[src/rtl/dly_ring_monitor_pkg.sv]
// dly_ring_monitor_pkg: shared types and default constants for the
// delay-chain ring-oscillator monitor.
package dly_ring_monitor_pkg;

  // Measurement sequencer states.
  typedef enum logic [1:0] {
    IDLE    = 2'd0,
    SETTLE  = 2'd1,
    MEASURE = 2'd2,
    REPORT  = 2'd3
  } state_t;

  // Default widths and timing.
  localparam int CNT_W_DEF       = 16;
  localparam int WIN_W_DEF       = 16;
  localparam int SETTLE_CYC_DEF  = 8;
  localparam int SYNC_STAGES_DEF = 2;

  // Bits needed for a timer that counts 0 .. n-1 (never less than one bit).
  function automatic int timer_w(input int n);
    return (n <= 2) ? 1 : $clog2(n);
  endfunction

endpackage

[src/rtl/dly_ring_monitor_sync.sv]
// dly_ring_monitor_sync: brings the asynchronous (pre-divided) ring output
// into the CLK domain through a SYNC_STAGES-deep flop chain and flags each
// synchronized rising edge with a one-cycle pulse. Legal SYNC_STAGES: 2..4.
module dly_ring_monitor_sync
  import dly_ring_monitor_pkg::*;
#(
  parameter int SYNC_STAGES = SYNC_STAGES_DEF
) (
  input  logic CLK,
  input  logic RST,
  input  logic RO_IN,
  output logic rise_pulse
);

  logic [SYNC_STAGES-1:0] sync_q;
  logic                   sync_out;
  logic                   sync_out_d;

  assign sync_out = sync_q[SYNC_STAGES-1];

  // Shift RO_IN through the synchronizer and keep a delayed copy of its output.
  always_ff @(posedge CLK) begin
    if (RST) begin
      sync_q     <= '0;
      sync_out_d <= 1'b0;
    end else begin
      sync_q     <= {sync_q[SYNC_STAGES-2:0], RO_IN};
      sync_out_d <= sync_out;
    end
  end

  // Both operands are flop outputs, so the pulse is glitch-free and lasts one
  // cycle. Each synchronized low-to-high transition gives exactly one pulse;
  // inputs faster than CLK/4 will lose edges inside the synchronizer.
  assign rise_pulse = sync_out & ~sync_out_d;

endmodule

[src/rtl/dly_ring_monitor.sv]
// dly_ring_monitor: enables an external delay-cell ring oscillator, lets it
// settle, counts synchronized rising edges over a programmable CLK window and
// reports the saturating count.
// Build option: DLY_RING_MONITOR_CONT_EN adds the CONT input, which chains
// measurement windows back to back without re-settling the ring.
module dly_ring_monitor
  import dly_ring_monitor_pkg::*;
#(
  parameter int CNT_W       = CNT_W_DEF,
  parameter int WIN_W       = WIN_W_DEF,
  parameter int SETTLE_CYC  = SETTLE_CYC_DEF,   // must be >= SYNC_STAGES+1
  parameter int SYNC_STAGES = SYNC_STAGES_DEF
) (
  input  logic             CLK,
  input  logic             RST,
  input  logic             START,
  input  logic [WIN_W-1:0] WINDOW,
  input  logic             RO_IN,
`ifdef DLY_RING_MONITOR_CONT_EN
  input  logic             CONT,
`endif
  output logic             RO_EN,
  output logic             BUSY,
  output logic             DONE,
  output logic [CNT_W-1:0] COUNT,
  output logic             OVF,
  output state_t           dbg_state
);

  // Request/response protocol: START is a request that is accepted only on a
  // CLK edge where BUSY is low (state IDLE); WINDOW is captured on that same
  // edge. There is no back-pressure and no queuing: START while BUSY is
  // dropped. DONE is a single-cycle response; COUNT/OVF are valid from the
  // DONE cycle and held until the next DONE.

  localparam int              ST_W        = timer_w(SETTLE_CYC);
  localparam logic [ST_W-1:0] SETTLE_LAST = ST_W'(SETTLE_CYC - 1);

  state_t           state_q;
  state_t           state_d;
  logic [WIN_W-1:0] win_q;
  logic [WIN_W-1:0] win_cnt;
  logic [WIN_W-1:0] win_last;
  logic [ST_W-1:0]  settle_cnt;
  logic [CNT_W-1:0] edge_cnt;
  logic             ovf_q;
  logic             rise;
  logic             settle_done;
  logic             win_done;
  logic             win_zero;
  logic             cont_go;

  dly_ring_monitor_sync #(
    .SYNC_STAGES (SYNC_STAGES)
  ) u_sync (
    .CLK        (CLK),
    .RST        (RST),
    .RO_IN      (RO_IN),
    .rise_pulse (rise)
  );

  assign win_zero    = (win_q == '0);
  assign win_last    = win_q - WIN_W'(1);
  assign settle_done = (settle_cnt == SETTLE_LAST);
  assign win_done    = (win_cnt == win_last);

`ifdef DLY_RING_MONITOR_CONT_EN
  // A zero-length window cannot be repeated, so it falls back to single-shot.
  assign cont_go = CONT & ~win_zero;
`else
  assign cont_go = 1'b0;
`endif

  assign BUSY      = (state_q != IDLE);
  assign dbg_state = state_q;

  // State register.
  always_ff @(posedge CLK) begin
    if (RST) begin
      state_q <= IDLE;
    end else begin
      state_q <= state_d;
    end
  end

  // Next-state decode.
  always_comb begin
    state_d = state_q;
    case (state_q)
      IDLE: begin
        if (START) begin
          state_d = SETTLE;
        end
      end
      SETTLE: begin
        if (settle_done) begin
          state_d = win_zero ? REPORT : MEASURE;
        end
      end
      MEASURE: begin
        if (win_done) begin
          state_d = REPORT;
        end
      end
      REPORT: begin
        state_d = cont_go ? MEASURE : IDLE;
      end
      default: begin
        state_d = IDLE;
      end
    endcase
  end

  // Timers, edge counter, ring enable and the registered result outputs.
  // DONE/COUNT/OVF are loaded on the edge that leaves REPORT, so the result
  // is already stable in the cycle DONE is high.
  always_ff @(posedge CLK) begin
    if (RST) begin
      win_q      <= '0;
      win_cnt    <= '0;
      settle_cnt <= '0;
      edge_cnt   <= '0;
      ovf_q      <= 1'b0;
      RO_EN      <= 1'b0;
      DONE       <= 1'b0;
      COUNT      <= '0;
      OVF        <= 1'b0;
    end else begin
      DONE <= 1'b0;
      case (state_q)
        IDLE: begin
          if (START) begin
            win_q      <= WINDOW;
            settle_cnt <= '0;
            RO_EN      <= 1'b1;
          end
        end
        SETTLE: begin
          // Ring runs but edges are ignored while it settles and while the
          // synchronizer flushes stale samples.
          settle_cnt <= settle_cnt + ST_W'(1);
          if (settle_done) begin
            edge_cnt <= '0;
            ovf_q    <= 1'b0;
            win_cnt  <= '0;
          end
        end
        MEASURE: begin
          win_cnt <= win_cnt + WIN_W'(1);
          if (rise) begin
            if (&edge_cnt) begin
              ovf_q <= 1'b1;
            end else begin
              edge_cnt <= edge_cnt + CNT_W'(1);
            end
          end
        end
        REPORT: begin
          DONE  <= 1'b1;
          COUNT <= edge_cnt;
          OVF   <= ovf_q;
          if (cont_go) begin
            // Next window starts immediately with the ring left running.
            edge_cnt <= '0;
            ovf_q    <= 1'b0;
            win_cnt  <= '0;
          end else begin
            RO_EN <= 1'b0;
          end
        end
        default: begin
          RO_EN <= 1'b0;
        end
      endcase
    end
  end

endmodule

[config.mk]
export PLATFORM = sky130hd
export DESIGN_NAME = dly_ring_monitor
export DESIGN_NICKNAME = d
export VERILOG_FILES = /design/src/rtl/dly_ring_monitor_pkg.sv /design/src/rtl/dly_ring_monitor_sync.sv /design/src/rtl/dly_ring_monitor.sv
export SDC_FILE = /design/constraint.sdc
export NUM_CORES = 1
export LEC_CHECK = 0
export ABC_AREA = 0
export BUFFER_PORTS_ARGS = -buffer_cell sky130_fd_sc_hd__buf_2
export CAP_MARGIN = 20
export CORE_MARGIN = 2
export CORE_UTILIZATION = 45
export CTS_CLUSTER_SIZE = 14
export DETAILED_ROUTE_END_ITERATION = 6
export PLACE_DENSITY = 0.67
export SKIP_LAST_GASP = 1
export SLEW_MARGIN = 20
export SYNTH_ARGS = -nofsm -noshare
export SYNTH_HDL_FRONTEND = slang
export SYNTH_SLANG_ARGS = --single-unit
[constraint.sdc]
create_clock -name CLK -period 2.49 [get_ports CLK]
set_input_delay 0.498 -clock CLK [delete_from_list [all_inputs] [get_ports CLK]]
set_output_delay 0.498 -clock CLK [all_outputs]
set_load 0.01 [all_outputs]
==> impl_metrics.csv, run 1 <==
group,metric,value,unit
outcome,status,"complete, but fails checks",
outcome,violations,"setup timing",
die,dieWidth,94.2,µm
hold_path,hold_path_depth,3,
die,io_pins,42,
clock_tree,clk_latency,0.36,ns
power_and_ir_drop,power,3.59,mW
sta,finalHoldViolCount,0,
worst_setup_path,cp_cell_sequence,"inv_2, ha_4, or4b_4, or3_4, nor3_4, buf_4, nand4b_1, nand3b_1, a31oi_4, mux2_4",
synth,synth_cell_types,47,
sta,fin_crit_sh,1.01,
layout,drive_gt1_frac,0.209,
die,core_area,7810,µm²
routing,drtPass1Iterations,4,
synth,synth_top_area_cell,"dfxtp_1",
synth,synth-async-reset-ratio,0,
clock_tree,cts_tree,"yes",
layout,diodes,0,
hold_path,hold_path.class,"primary input to flip-flop",
clock_tree,cts_root_buffer,"clkbuf_8",
die,die-area,8860,µm²
sta,slew_headroom,0.579,
worst_setup_path,crit_slowest_cell,"or4b_4",
global_routing,grt_pass1_wl,13200,µm
sta,fmax,397,MHz
synth,avgSynthCellArea,8.57,µm²
sta,worst_pin_slew,0.632,ns
synth,postSynthCellCount,427,
sta,holdWs,0.374,ns
placed_design,portBuffers,41,
clock_tree,clockBufferDepth,2,
sta,final.setup.tns,-0.0308,ns
power_and_ir_drop,ir_drop,0.000339,V
synth,yosysSeqAreaShare,0.416,
synth,synth_area_leaders,"dfxtp_1, nor2_1, xor2_1",
placed_design,post-place-cells,572,
power_and_ir_drop,p_seq_frac,0.381,
power_and_ir_drop,switchingPower,1.19,mW
sta,finalWorstPathRequiredPeriod,2.52,ns
sta,fin_ws,-0.0308,ns
synth,synth-edff-count,0,
sta,finalMaxSlewViolations,0,
clock_tree,clock_sinks,76,
worst_setup_path,cp.arrival,2.77,ns
worst_setup_path,startpoint_type,"flip-flop",
power_and_ir_drop,switching_share,0.332,
power_and_ir_drop,p_clk_frac,0.291,
routing,wl_met2,3660,µm
worst_setup_path,crit_path_max_incr_delay,0.48,ns
worst_setup_path,required,2.74,ns
layout,final_cell_mix,"dfxtp_1, nor2_1, nand2_1",
placed_design,dp_hpwl,5690,µm
die,rows,32,
global_routing,track_usage,0.189,
layout,final_common_cell,"dfxtp_1",
power_and_ir_drop,combPwrFrac,0.327,
layout,layout.cells.non_filler,591,
routing,drt_wl_total,7830,µm
clock_tree,cts_made_buffers,9,
global_routing,grt_pass1_vias,2890,
routing,drc_errors,0,
global_routing,antenna_found_initial,0,
routing,viasPerCell,5.18,
worst_setup_path,crit_type,"flip-flop to flip-flop",
routing,ant_nets,0,
worst_setup_path,reg2reg_depth,10,
die,die_h,94.2,µm
power_and_ir_drop,power_density,822,nW/µm²
run,maxCapViolations,0,
synth,netlist.area_leader.share,0.416,
synth,ys_ff_latch,76,
global_routing,grt.overflow.total,0,
routing,wl_met1,3670,µm
clock_tree,clk_pin_slew,0.09,ns
synth,synthFlopType,"dfxtp_1",
routing,routed.top_layer,"met4",
placed_design,gp_congestion,0.856,
routing,dr_total_vias,3063,
routing,wl_met3,391,µm
routing,post_drt_wl_per_cell,13.2,µm
layout,post-route-util,0.560,
global_routing,grt_max_degree,24,
layout,final_nets,513,
power_and_ir_drop,p_int,2.40,mW
layout,syn_to_final_growth,19.6,%
die,start_util,0.468,
sta,clock_skew,0.0116,ns
worst_setup_path,end_kind,"flip-flop",
power_and_ir_drop,total_leakage_power,1.73,nW
clock_tree,htreeDepth,3,
clock_tree,postCtsHoldBufs,0,
synth,syn_area,3660,µm²
synth,synthesis.nets,456,
sta,rsz0062_at_grt,"yes",
worst_setup_path,critPathMaxFanout,3,
sta,setup_viol,1,
synth,yosys_warnings,0,
routing,first_iter_violations,126,
==> per-stage QoR <==
step	worst slack (ns)	area, µm²
final	-0.0308	4370
after global routing	-0.0962	4370
after floorplan	0.0709	3660
after detailed placement	0.0423	4100
after global placement	0.116	4100
after CTS	0.0210	4320
==> flip-flops by register name, indices dropped and copies added (netlist names) <==
name and flops:
COUNT 16, DONE 1, OVF 1, RO_EN 1, dbg_state 2, edge_cnt 16
ovf_q 1, settle_cnt 3, u_sync.sync_out_d 1, u_sync.sync_q 2, win_cnt 16, win_q 16
==> per-layer routing <==
layer / up-vias / track usage
li1: 1564 / -
met1: 1407 / 0.238
met2: 79 / 0.313
met3: 13 / 0.0522
met4: 0 / 0.0592
met5: - / 0
==> worst paths after layout <==
| kind | from | end | slack [ns] |
|---|---|---|---|
| max | win_q[1] | dbg_state[0] | -0.03 |
| min | WINDOW[2] | win_q[2] | 0.37 |
| max reg2reg | win_q[1] | dbg_state[0] | -0.03 |
| min reg2reg | u_sync.sync_q[0] | u_sync.sync_q[1] | 0.46 |
==> power by group through the flow <==
| stage | combinational [mW] | clock, mW | sequential [mW] |
|---|---|---|---|
| CTS | 1.12 | 1.08 | 1.36 |
| floorplan | 0.758 | 0 | 1.41 |
| detailed placement | 1.11 | 0 | 1.39 |
| finish | 1.18 | 1.05 | 1.37 |
| global placement | 1.09 | 0 | 1.39 |
| global route | 1.29 | 1.12 | 1.38 |
==> repair_timing <==
action                                 CTS  global route
buffers inserted                         0             3
setup endpoints to repair                0             5
endpoints found under the hold margin    0             0
resized for setup                        0            10
==> critical path: cells and delay by family, from the launching register on <==
kind	cells	cell delay [ns]
adder cells (fa/ha/maj)	1	0.13
flip-flops	1	0.34
multiplexers	1	0.31
AND/OR/NAND/NOR	5	1.34
buffers and inverters	2	0.19
AO/OA/AOI/OAI	1	0.12
==> cell type report <==
class / instances / area [µm²]
clock inverter: 7 / 98.8
fill: 718 / 3430
clock buffer: 9 / 124
inverter: 8 / 30.0
sequential: 76 / 1530
multi-input combinational: 322 / 2060
tap: 102 / 128
timing repair buffer: 67 / 413
==> synthesized netlist by cell type (all sizes together), types with 3 or more instances <==
cell type and n:
and3 5, nand2b 6, inv 8, a31oi 3
mux2i 20, ha 9, nand3 18, a21oi 29
clkbuf 13, xor2 27, nor2b 4, nor3 9
nor2 66, xnor2 18, dfxtp 76, nand3b 5
buf 8, nand2 53, nand4 7, a32oi 3
or3 5, o21ai 5, nor4 4, or4 3
==> logic make-up (layout without fill, tap and decap cells) <==
kind of cell             Yosys count  in the layout  synth area share
AND/OR/NAND/NOR                  195            195             0.262
XOR/XNOR                          45             45             0.108
flip-flops                        76             76             0.416
multiplexers                      22             22            0.0619
AO/OA/AOI/OAI                     51             51            0.0920
adder cells (fa/ha/maj)            9              9            0.0308
buffers and inverters             29             91            0.0298
Note: power is estimated with default switching activity, not from simulation.
==> run 2: changes to the inputs <==
- CTS_CLUSTER_SIZE: 14 -> 28
- REMOVE_ABC_BUFFERS: default -> 1
- clock period: 2.49 -> 2.15 ns (I/O delays scaled with it)
==> impl_metrics.csv, run 2 (synthesis gave the netlist of run 1 again) <==
group,metric,value,unit
outcome,status,"complete, but fails checks",
outcome,violations,"setup timing",
clock_tree,clk_pin_slew,0.08,ns
die,dieWidth,94.2,µm
routing,drc_errors,0,
die,start_util,0.468,
clock_tree,cts_tree,"yes",
routing,wl_met1,3680,µm
routing,viasPerCell,5.16,
layout,final_nets,533,
routing,ant_nets,0,
routing,wl_met3,391,µm
power_and_ir_drop,ir_drop,0.000406,V
sta,final.setup.tns,-0.519,ns
clock_tree,clk_latency,0.35,ns
sta,finalWorstPathRequiredPeriod,2.42,ns
clock_tree,cts_root_buffer,"clkbuf_8",
power_and_ir_drop,power,4.18,mW
layout,diodes,0,
layout,final_cell_mix,"dfxtp_1, nor2_1, nand2_1",
global_routing,grt_pass1_vias,2912,
routing,dr_total_vias,3145,
layout,syn_to_final_growth,25.1,%
placed_design,dp_hpwl,5730,µm
layout,post-route-util,0.586,
hold_path,hold_path.class,"primary input to flip-flop",
routing,wl_met2,3840,µm
worst_setup_path,crit_type,"flip-flop to flip-flop",
die,die-area,8860,µm²
sta,fin_crit_sh,1.13,
worst_setup_path,startpoint_type,"flip-flop",
layout,num-fill-cells,713,
layout,drive_gt1_frac,0.256,
worst_setup_path,critPathMaxFanout,5,
layout,final_common_cell,"dfxtp_1",
sta,finalHoldViolCount,0,
worst_setup_path,cp.arrival,2.66,ns
global_routing,antenna_found_initial,0,
routing,drt_wl_total,8070,µm
die,die_h,94.2,µm
routing,post_drt_wl_per_cell,13.2,µm
clock_tree,cts_made_buffers,9,
die,rows,32,
sta,fin_ws,-0.274,ns
die,core_area,7810,µm²
sta,fmax,413,MHz
global_routing,grt_pass1_wl,13300,µm
clock_tree,htreeDepth,3,
global_routing,grt_max_degree,29,
sta,finalMaxSlewViolations,0,
worst_setup_path,end_kind,"flip-flop",
sta,worst_pin_slew,0.624,ns
run,maxCapViolations,0,
placed_design,place_ws,-0.301,ns
routing,drtPass1Iterations,4,
sta,rsz0062_at_grt,"yes",
clock_tree,clock_sinks,76,
global_routing,grt.overflow.total,0,
power_and_ir_drop,total_leakage_power,1.82,nW
clock_tree,postCtsHoldBufs,0,
clock_tree,clockBufferDepth,2,
routing,routed.top_layer,"met4",
power_and_ir_drop,power_density,913,nW/µm²
sta,clock_skew,0.0143,ns
die,io_pins,42,
sta,setup_viol,3,
worst_setup_path,required,2.39,ns
placed_design,portBuffers,41,
global_routing,track_usage,0.190,
sta,slew_headroom,0.583,
placed_design,gp_congestion,0.850,
routing,first_iter_violations,160,
==> run 2: repair_timing <==
action | in CTS | in global routing
cloned | 0 | 0
resized for setup | 10 | 16
setup endpoints to repair | 12 | 20
pin swaps | 0 | 4
buffers inserted | 1 | 1
hold endpoints to repair | 0 | 0
==> run 2: layout make-up <==
| type | instances | area [µm²] | area share |
|---|---|---|---|
| well taps | 102 | 128 | 0.0279 |
| clock buffers | 10 | 138 | 0.0301 |
| flip-flops and latches | 76 | 1520 | 0.333 |
| inverters | 8 | 30.0 | 0.00656 |
| clock inverters | 5 | 62.6 | 0.0137 |
| repair buffers | 87 | 574 | 0.126 |
| multi-input cells | 322 | 2120 | 0.463 |
==> run 2: worst max-delay path: stages, from the launching register on <==
cell       delay (ns)
dfxtp_2          0.33
buf_4            0.15
or4_1            0.57
nor2_1           0.22
a211oi_1         0.11
a41oi_1          0.32
a2111oi_4        0.07
a31oi_4          0.24
mux2_4           0.31
==> run 2: per-layer routing <==
metal  up-vias  GRT usage
li1       1600          -
met1      1459      0.243
met2        68      0.306
met3        18     0.0546
met4         0     0.0664
met5         -          0
==> run 2: through the flow <==
stage | cells | hold WS, ns | cell area [µm²]
floorplan | 406 | 0.414 | 3580
global placement | 593 | 0.430 | 4250
detailed placement | 593 | 0.425 | 4250
CTS | 609 | 0.276 | 4500
global route | 610 | 0.276 | 4570
finish | 610 | 0.285 | 4570
==> run 2: path summary, 6_finish.rpt <==
| kind | start | to | slack, ns | cells past startpoint |
|---|---|---|---|---|
| worst min register to register | u_sync.sync_q[0] | u_sync.sync_q[1] | 0.45 | 1 |
| worst max-delay path | win_q[0] | dbg_state[0] | -0.27 | 8 |
| worst min-delay path | RO_IN | u_sync.sync_q[0] | 0.28 | 2 |
| worst max register to register | win_q[0] | dbg_state[0] | -0.27 | 8 |
==> run 2: power by group <==
part           leakage (nW)  switching (mW)  internal (mW)
combinational          1.11           0.810          0.706
clock                0.0946           0.525          0.565
sequential            0.617          0.0687           1.50
total                  1.82            1.40           2.77
